<file path="src/rtl/la_wb_pkg.sv">
// Shared definitions for the logic-analyzer Wishbone master: bus widths and
// the transaction FSM state encoding.
package la_wb_pkg;

    localparam int WB_ADDR_W = 32;
    localparam int WB_DATA_W = 32;
    localparam int WB_SEL_W  = 4;

    typedef enum logic [1:0] {
        ST_IDLE = 2'd0,
        ST_BUS  = 2'd1,
        ST_RESP = 2'd2
    } la_wb_state_t;

endpackage

</file>
<file path="src/rtl/la_wb_master.sv">
// Single-transaction Wishbone classic initiator driven by a logic-analyzer
// command/response port, with a per-transaction ack timeout.
module la_wb_master
    import la_wb_pkg::*;
#(
    parameter int TIMEOUT_CYCLES = 255
) (
    input  logic                 wb_clk_i,
    input  logic                 wb_rst_i,
    // Handshakes: a transfer happens on a rising edge where valid & ready are
    // both 1; valid must not depend on ready.
    input  logic                 cmd_valid,
    output logic                 cmd_ready,
    input  logic                 cmd_we,
    input  logic [WB_ADDR_W-1:0] cmd_adr,
    input  logic [WB_DATA_W-1:0] cmd_dat,
    input  logic [WB_SEL_W-1:0]  cmd_sel,
    output logic                 rsp_valid,
    input  logic                 rsp_ready,
    output logic [WB_DATA_W-1:0] rsp_dat,
    output logic                 rsp_err,
    output logic                 wbm_cyc_o,
    output logic                 wbm_stb_o,
    output logic                 wbm_we_o,
    output logic [WB_ADDR_W-1:0] wbm_adr_o,
    output logic [WB_DATA_W-1:0] wbm_dat_o,
    output logic [WB_SEL_W-1:0]  wbm_sel_o,
    input  logic                 wbm_ack_i,
    input  logic [WB_DATA_W-1:0] wbm_dat_i,
    output logic [15:0]          txn_count,
    output logic [1:0]           fsm_state
);

    localparam logic [15:0] TMO_LAST = 16'(TIMEOUT_CYCLES - 1);

    la_wb_state_t state, state_nxt;
    logic [15:0]  tmo_cnt;
    logic         accept;
    logic         bus_ack;
    logic         bus_tmo;

    assign accept  = cmd_valid & cmd_ready;
    assign bus_ack = (state == ST_BUS) & wbm_ack_i;
    // Counter holds the number of ack-less BUS cycles already elapsed, so the
    // last allowed cycle is the one where it equals TIMEOUT_CYCLES-1.
    assign bus_tmo = (state == ST_BUS) & ~wbm_ack_i & (tmo_cnt == TMO_LAST);

    always_comb begin
        state_nxt = state;
        case (state)
            ST_IDLE: if (accept) state_nxt = ST_BUS;
            ST_BUS:  if (bus_ack || bus_tmo) state_nxt = ST_RESP;
            ST_RESP: if (rsp_ready) state_nxt = ST_IDLE;
            default: state_nxt = ST_IDLE;
        endcase
    end

    always_ff @(posedge wb_clk_i or posedge wb_rst_i) begin
        if (wb_rst_i) begin
            state     <= ST_IDLE;
            cmd_ready <= 1'b0;
            wbm_we_o  <= 1'b0;
            wbm_adr_o <= '0;
            wbm_dat_o <= '0;
            wbm_sel_o <= '0;
            rsp_dat   <= '0;
            rsp_err   <= 1'b0;
            tmo_cnt   <= '0;
            txn_count <= '0;
        end else begin
            state     <= state_nxt;
            // Registered so that it rises on the first edge after reset release.
            cmd_ready <= (state_nxt == ST_IDLE);
            if (accept) begin
                wbm_we_o  <= cmd_we;
                wbm_adr_o <= cmd_adr;
                wbm_dat_o <= cmd_dat;
                wbm_sel_o <= cmd_sel;
                tmo_cnt   <= '0;
            end
            if (state == ST_BUS && !wbm_ack_i) begin
                tmo_cnt <= tmo_cnt + 16'd1;
            end
            if (bus_ack) begin
                rsp_dat <= wbm_we_o ? '0 : wbm_dat_i;
                rsp_err <= 1'b0;
            end else if (bus_tmo) begin
                rsp_dat <= '0;
                rsp_err <= 1'b1;
            end
            if (state == ST_RESP && rsp_ready) begin
                txn_count <= txn_count + 16'd1;
            end
        end
    end

    assign wbm_cyc_o = (state == ST_BUS);
    assign wbm_stb_o = (state == ST_BUS);
    assign rsp_valid = (state == ST_RESP);
    assign fsm_state = state;

endmodule

</file>
<file path="config.mk">
export PLATFORM = sky130hd
export DESIGN_NAME = la_wb_master
export DESIGN_NICKNAME = d
export VERILOG_FILES = /design/src/rtl/la_wb_pkg.sv /design/src/rtl/la_wb_master.sv
export SDC_FILE = /design/constraint.sdc
export NUM_CORES = 1
export LEC_CHECK = 0
export CAP_MARGIN = 5
export CORE_MARGIN = 10
export CORE_UTILIZATION = 42
export CTS_CLUSTER_SIZE = 16
export DETAILED_ROUTE_END_ITERATION = 12
export GPL_ROUTABILITY_DRIVEN = 0
export PLACE_DENSITY_LB_ADDON = 0.1
export SLEW_MARGIN = 20
export SYNTH_ARGS = -nofsm -noshare
export SYNTH_HDL_FRONTEND = slang
export SYNTH_SLANG_ARGS = --single-unit
</file>
<file path="constraint.sdc">
create_clock -name wb_clk_i -period 10.2 [get_ports wb_clk_i]
set_clock_uncertainty 0.2 [all_clocks]
set_input_delay 2.04 -clock wb_clk_i [delete_from_list [all_inputs] [get_ports wb_clk_i]]
set_output_delay 2.04 -clock wb_clk_i [all_outputs]
set_load 0.005 [all_outputs]
</file>
=== Yosys cells after proc, flatten, opt, wreduce, memory -nomap -nowiden ===
Index checks and enable logic that the tools add are counted.

* Input bits: 106
* Bits in registers: 137
* Output and inout port bits: 124

* Muxes and demuxes: 11
* Equal/unequal tests: 3
* Bitwise logic cells: 5
* $add $sub $neg: 2
* Reductions and logical operators: 8

{| class="wikitable"
|+ Operators by type and width
! operator !! count
|-
| two-way mux 32 bit || 3
|-
| adder 16 x 1 -> 16 bit (second input constant) || 2
|-
| two-way mux 16 bit || 2
|-
| == test 16 x 8 -> 1 bit (second input constant) || 1
|-
| two-way mux 2 bit || 3
|-
| one-hot mux 2 bit (3 select lines) || 1
|-
| AND 1 bit || 4
|-
| logical NOT 2 bit || 2
|-
| nonzero test 2 bit || 2
|-
| == test 2 x 1 -> 1 bit (second input constant) || 1
|-
| == test 2 bit (second input constant) || 1
|-
| logical AND 1 bit || 2
|-
| two-way mux 1 bit || 2
|-
| logical NOT 1 bit || 1
|-
| logical OR 1 bit || 1
|-
| inverter 1 bit || 1
|}

=== Depth between registers and ports, before layout ===
Gate-level depths: netlist (run 1).

* Depth after elaboration: 7
* Gate-level depth with buffers: 7
* Mapped depth without buffers: 6

=== Worst setup path after synthesis (run 1) ===
OpenSTA, ideal clock, no wires.

* Kind: input -> register
* Start point: input wbm_ack_i
* End point: register tmo_cnt[10]
* Path slack: 6.689 ns
* Arrival time: 3.232 ns
* Library setup time: 0.079 ns
* Stages on the path: 5
* Cells stage by stage: or3b_2 -> clkbuf_1 -> nor3_1 -> and3_1 -> mux2i_1

* Longest elaborated chain between the ends: 3

{| class="wikitable"
|+ Ends and longest elaborated chain
! element !! RTL line !! source
|-
| from (decl) || la_wb_master.sv:28 || <nowiki>input logic wbm_ack_i,</nowiki>
|-
| logical NOT 1 bit * || la_wb_master.sv:81 || <nowiki>if (state == ST_BUS && !wbm_ack_i) begin</nowiki>
|-
| logical AND 1 bit * || la_wb_master.sv:81 ||
|-
| two-way mux 16 bit or nonzero test 2 bit (tied branches) || -- ||
|-
| to (signal assigned) || la_wb_master.sv:82 || <nowiki>tmo_cnt <= tmo_cnt + 16'd1;</nowiki>
|-
| to (decl) || la_wb_master.sv:37 || <nowiki>logic [15:0] tmo_cnt;</nowiki>
|}

Mark *: on every way between the ends. The rest lies on a longest branch, timed or not.
A chain may end at the register's enable or synchronous reset.

=== Final worst setup path (run 1) ===
* Start point: input cmd_valid
* End point: register tmo_cnt[6]

* Longest elaborated chain between the ends: 2

{| class="wikitable"
|+ Ends and longest elaborated chain
! element !! RTL line !! source
|-
| from (decl) || la_wb_master.sv:12 || <nowiki>input logic cmd_valid,</nowiki>
|-
| AND 1 bit || la_wb_master.sv:42 || <nowiki>assign accept = cmd_valid & cmd_ready;</nowiki>
|-
| nonzero test 2 bit (no line) || -- ||
|}

No other way between the ends.

==> results of run 1 <==
-- worst max-delay path, delay by kind of cell --
family        cells  cell delay (ns)
simple gates      3             1.06
mux               1             0.08
buf+inv           2             1.08
-- cell type report --
type,instances,area (um2),area share
inverters,4,20.0,0.00235
flip-flops and latches,137,3430,0.403
clock buffers,25,515,0.0605
repair buffers,233,2320,0.273
well taps,172,215,0.0253
clock inverters,7,135,0.0159
multi-input cells,227,1880,0.221
-- path summary, 6_finish.rpt --
| check | slack [ns] | depth (start not counted) | to |
|---|---|---|---|
| setup reg to reg | 7.74 | 5 | tmo_cnt[6] |
| max in group asynchronous | 6.67 | 3 | tmo_cnt[7] |
| min in group asynchronous | 1.95 | 2 | txn_count[13] |
| hold reg to reg | 0.27 | 1 | txn_count[15] |
| setup / recovery | 6.02 | 6 | tmo_cnt[6] |
| hold / removal | 0.27 | 1 | txn_count[15] |
-- cells in the mapped netlist (2+ instances only) --
library cell,count,share of area
a21oi_1,3,0.0028
a22o_1,33,0.053
and2_1,2,0.0023
and3_1,5,0.0058
buf_1,4,0.0028
buf_6,3,0.0062
clkbuf_1,9,0.0062
dfrtp_1,137,0.63
ha_1,3,0.0069
inv_1,4,0.0028
mux2_2,70,0.15
mux2i_1,8,0.015
nand2_1,22,0.015
nand3_1,15,0.014
nand4_1,6,0.0069
nand4b_1,2,0.0032
nor2_1,12,0.0083
nor3_1,4,0.0037
o21ai_0,7,0.0065
o31ai_1,2,0.0028
xnor2_1,15,0.024
xor2_1,2,0.0032
-- power breakdown --
part           internal, W  leakage (nW)  switching [W]
Sequential        0.000748          1.72       0.000125
Combinational     0.000562          1.55       0.000281
Clock             0.000447         0.323       0.000218
Total              0.00176          3.59       0.000624
-- kinds of logic after synthesis --
group           after synthesis  synth area share
flops                       137             0.634
buf+inv                      21            0.0194
simple gates                 79            0.0782
mux                          78             0.161
compound gates               50            0.0738
fa+ha+maj                     3           0.00694
xor+xnor                     17            0.0275
-- per-stage QoR --
stage,cell area (um2),instances
2_1_floorplan,5410,385
3_3_place_gp,7870,773
3_5_place_dp,7870,773
4_1_cts,8520,805
5_1_grt,8520,805
6_report,8520,805
-- routing by layer --
metal,GRT usage,up-vias
met3,0.0921,15
met2,0.283,176
met5,0,-
met1,0.185,1996
li1,-,1867
met4,0.0611,0
-- sequential cells by signal (all words and copies together), names as in the netlist --
register,cells
wbm_we_o,1
rsp_dat,32
cmd_ready,1
fsm_state,2
wbm_sel_o,4
wbm_dat_o,32
tmo_cnt,16
rsp_err,1
txn_count,16
wbm_adr_o,32
-- layout by cell type, fill, tap and decap left out, types with 4 or more instances in the layout --
master | netlist | layout
bufinv_16 | 0 | 4
and3_1 | 5 | 5
clkbuf_8 | 0 | 6
nand4_1 | 6 | 6
nand2_1 | 22 | 22
o21ai_0 | 7 | 7
xnor2_1 | 15 | 15
nor3_1 | 4 | 4
dfrtp_1 | 137 | 137
buf_4 | 1 | 4
clkdlybuf4s50_1 | 0 | 229
mux2i_1 | 8 | 8
nand3_1 | 15 | 15
nor2_1 | 12 | 11
mux2_2 | 70 | 70
a22o_1 | 33 | 33
clkbuf_16 | 0 | 17
==> results.toml, run 1 <==
[worst_setup_path]
slowest_delay_ns = 0.59
worst_setup_path_start_kind = "primary input"
required_ns = 10.29
cp-startpoint = "cmd_valid"
critPathCaptureType = "flip-flop"
r2r_start = "cmd_ready"
crit_chain = "clkdlybuf4s50_1 > and2_2 > buf_4 > nand2_1 > nand2_1 > mux2i_1"
critPathMaxFanout = 45
timing.critical_path.slowest_stage_cell = "buf_4"
critPathMostFrequentCell = "nand2_1"
critPathKind = "in -> reg"
cp.arrival_ns = 4.27

[floorplanning]
coreArea_um2 = 12600
die-area_um2 = 17800
die_w_um = 133
rows = 41
initial_core_util = 0.429
die_h_um = 133
ios = 230

[pwr]
vdd_drop_max_uv = 137
total_power_w = 0.00238
powerDensity_nw_per_um2 = 280
p_leak_nw = 3.59

[drt]
drcViolationCount = 0
wl_met2_um = 7460
ant_nets = 0
met1_length_um = 5710
finalWirelength_um = 15100
via_per_inst = 5.04
wl_per_cell_um = 18.8
top_layer = "met4"
drt_iter0_markers = 208
dr_total_vias = 4054
drt_first_pass_iters = 6
dr_wl_met3_um = 1730

[placement]
dp_hpwl_um = 11300
dp_slack_ns = 5.57
numPortBuffers = 229

[clocking]
cts-resized-gates = 0
clk_pin_slew_ns = 0.06
post_cts_buffers = 0
cts_tree = "yes"
h-tree-depth = 4
postCtsHoldBufs = 0
cts_made_buffers = 17
clkLatencyLatePin_ns = 0.41
clkSinkCount = 137
cts-root-buf = "clkbuf_16"
clock_path_buffers = 2

[yosys]
synth-warning-count = 0
synth_cells = 385
yosysUniqueCellTypes = 39
syn_nets = 494
syn-cell-area_um2 = 5410
synthFlopType = "dfrtp_1"
synth_seq_cells = 137
synth_edf_count = 0
yosysSeqAreaShare = 0.634
async_flop_share = 1.00
avgSynthCellArea_um2 = 14.1

[worst_hold_path]
hold_path_class = "reg -> reg"
hp-start = "txn_count[15]"

[final_layout]
area_growth_pct = 57.4
nets = 729
antennaDiodeCount = 0
drive_gt1_frac = 0.177
n_fill_cell = 1004
final_core_util = 0.675

[sta]
hold_slack_ns = 0.271
tns_ns = 0
worst_pin_slew_ns = 0.738
setup_viol = 0
final.min_clock_period_ns = 4.18
finalHoldViolations = 0
rsz0062_at_grt = "false"
slew-limit-headroom = 0.508
max_clock_freq_ghz = 0.239
fin_ws_ns = 6.02
slew_violations = 0
timing.final.crit_share = 0.409

[grt]
antenna_found_initial = 0
grt_pass1_wl_um = 24400
overflow = 0
grt_max_degree = 85
grt_usage = 0.172
grt_pass1_vias = 4482

[flow_run]
maxCapViolations = 0

[status]
outcome = "finished clean"
(Power assumes the default switching activity.)
==> run 2, diff against run 1 <==
==> constraint.sdc (replaced) <==
create_clock -name wb_clk_i -period 4.2 [get_ports wb_clk_i]
set_clock_uncertainty 0.2 [all_clocks]
set_input_delay 0.84 -clock wb_clk_i [delete_from_list [all_inputs] [get_ports wb_clk_i]]
set_output_delay 0.84 -clock wb_clk_i [all_outputs]
set_load 0.005 [all_outputs]
==> run 2 against run 1 <==
  * Worst hold slack better by 0.0071 ns
  * Critical path depth decreased by 4
  * First-iteration DRC count shrank 7.7%
  * Register-to-register slack worse by 5.7 ns
  * Via count fell by 0.42%
  * Cell area decreased by 0.46%
  * Critical path type is now reg -> out
  * Largest power group unchanged
==> results.toml, run 2 (synthesis gave the netlist of run 1 again) <==
[worst_setup_path]
r2r-end = "rsp_dat[12]"
r2r_start = "tmo_cnt[12]"
required_ns = 3.16
cp.arrival_ns = 1.82
critPathKind = "reg -> out"
regToRegSetupSlack_ns = 2.00
ff2ff_path_depth = 5
worst_setup_path_start_kind = "flip-flop"
critPathCaptureType = "primary output"
critPathMaxFanout = 9

[drt]
drt_iter0_markers = 192
via_per_inst = 4.99
drcViolationCount = 0
ant_nets = 0
wl_per_cell_um = 18.3
drt_first_pass_iters = 4
finalWirelength_um = 14800
dr_total_vias = 4037

[clocking]
clkSinkCount = 137
postCtsHoldBufs = 0
h-tree-depth = 4
cts-root-buf = "clkbuf_16"
cts-resized-gates = 0
cts_tree = "yes"
clk_pin_slew_ns = 0.05
cts_made_buffers = 17
clkLatencyLatePin_ns = 0.42
post_cts_buffers = 0
clock_path_buffers = 2

[final_layout]
final_area_um2 = 8480
drive_gt1_frac = 0.179
area_growth_pct = 56.7
layout_commonest_cell = "clkdlybuf4s50_1"
antennaDiodeCount = 0
top_regs = "rsp_dat (32), wbm_adr_o (32), wbm_dat_o (32)"
nets = 733
final_cell_mix = "229 x clkdlybuf4s50_1, 137 x dfrtp_1, 70 x mux2_2"

[pwr]
p_leak_nw = 3.57
p_sw_frac = 0.269
seqPwrFrac = 0.379
switchingPower_w = 0.00150
vdd_drop_max_uv = 362
powerDensity_nw_per_um2 = 655
combPwrFrac = 0.370
p_clk_frac = 0.251
internal-power_w = 0.00406

[sta]
worst_pin_slew_ns = 0.956
finalHoldViolations = 0
rsz0062_at_grt = "false"
setup_viol = 0
final.min_clock_period_ns = 2.86
tns_ns = 0
hold_slack_ns = 0.278
slew-limit-headroom = 0.362
timing.final.crit_share = 0.682
max_clock_freq_ghz = 0.349
slew_violations = 0

[floorplanning]
die_h_um = 133
die_w_um = 133
rows = 41
coreArea_um2 = 12600
ios = 230
die-area_um2 = 17800
initial_core_util = 0.429

[grt]
grt_pass1_vias = 4379
grt_pass1_wl_um = 23800
antenna_found_initial = 0
grt_usage = 0.169
overflow = 0
grt_max_degree = 42

[worst_hold_path]
hold_path_class = "reg -> reg"
min_to = "tmo_cnt[15]"
holdPathStages = 1
hp-start = "tmo_cnt[15]"

[placement]
placed_cell_area_um2 = 7930
numPortBuffers = 229
dp_hpwl_um = 11200

[flow_run]
maxCapViolations = 0

[status]
outcome = "finished clean"
run 2: cell count changes in the layout (fill, tap and decap cells not counted), sizes merged:
cell      delta
clkbuf       -4
bufinv       -2
inv          -1
buf          +4
clkinv       +6
clkinvlp     +1
run 2: per-layer routing:
metal / up-vias / global-route usage / part of all wire / wire length (um)
met5: - / 0 / 0 / 0
met4: 0 / 0.0629 / 0.019 / 276
met3: 20 / 0.101 / 0.11 / 1680
met2: 156 / 0.264 / 0.48 / 7110
met1: 1992 / 0.186 / 0.39 / 5770
li1: 1869 / - / - / -
run 2: how the worst max path moves through the flow:
stage	start	end	slack [ns]	cells past startpoint
final	fsm_state[1]	wbm_stb_o	1.34	2
after global placement	wbm_ack_i	tmo_cnt[10]	1.25	5
after CTS	fsm_state[1]	wbm_stb_o	1.29	2
after global routing	fsm_state[1]	wbm_stb_o	1.25	2
after detailed placement	wbm_ack_i	tmo_cnt[10]	1.22	5
after floorplan	wb_rst_i	cmd_ready	1.45	1
run 2: final cells by class:
cell class              count  area [um2]
well taps                 172         215
flip-flops and latches    137        3430
repair buffers            237        2390
clock inverters            11         105
inverters                   4        18.8
clock buffers              21         440
fillers                  1010        4140
multi-input cells         227        1880
run 2: worst max-delay path: stages (launching register included):
cell and delay, ns:
dfrtp_1 0.47, and2b_1 0.38, clkdlybuf4s50_1 0.56
run 2: power groups by stage:
stage	registers, W	clock network (W)	logic [W]
final	0.00211	0.00139	0.00205
after global routing	0.00218	0.00149	0.00223
after CTS	0.00211	0.00143	0.00211
after detailed placement	0.00212	0	0.00210
after global placement	0.00211	0	0.00207
after floorplan	0.00214	0	0.000741
run 2: stage by stage:
step	utilization	worst slack (ns)	power, W	cells
2_1_floorplan	-	1.45	0.00288	385
3_3_place_gp	0.629	1.25	0.00417	777
3_5_place_dp	0.629	1.22	0.00422	777
4_1_cts	0.672	1.29	0.00565	809
5_1_grt	0.672	1.25	0.00589	809
6_report	0.672	1.34	0.00555	809
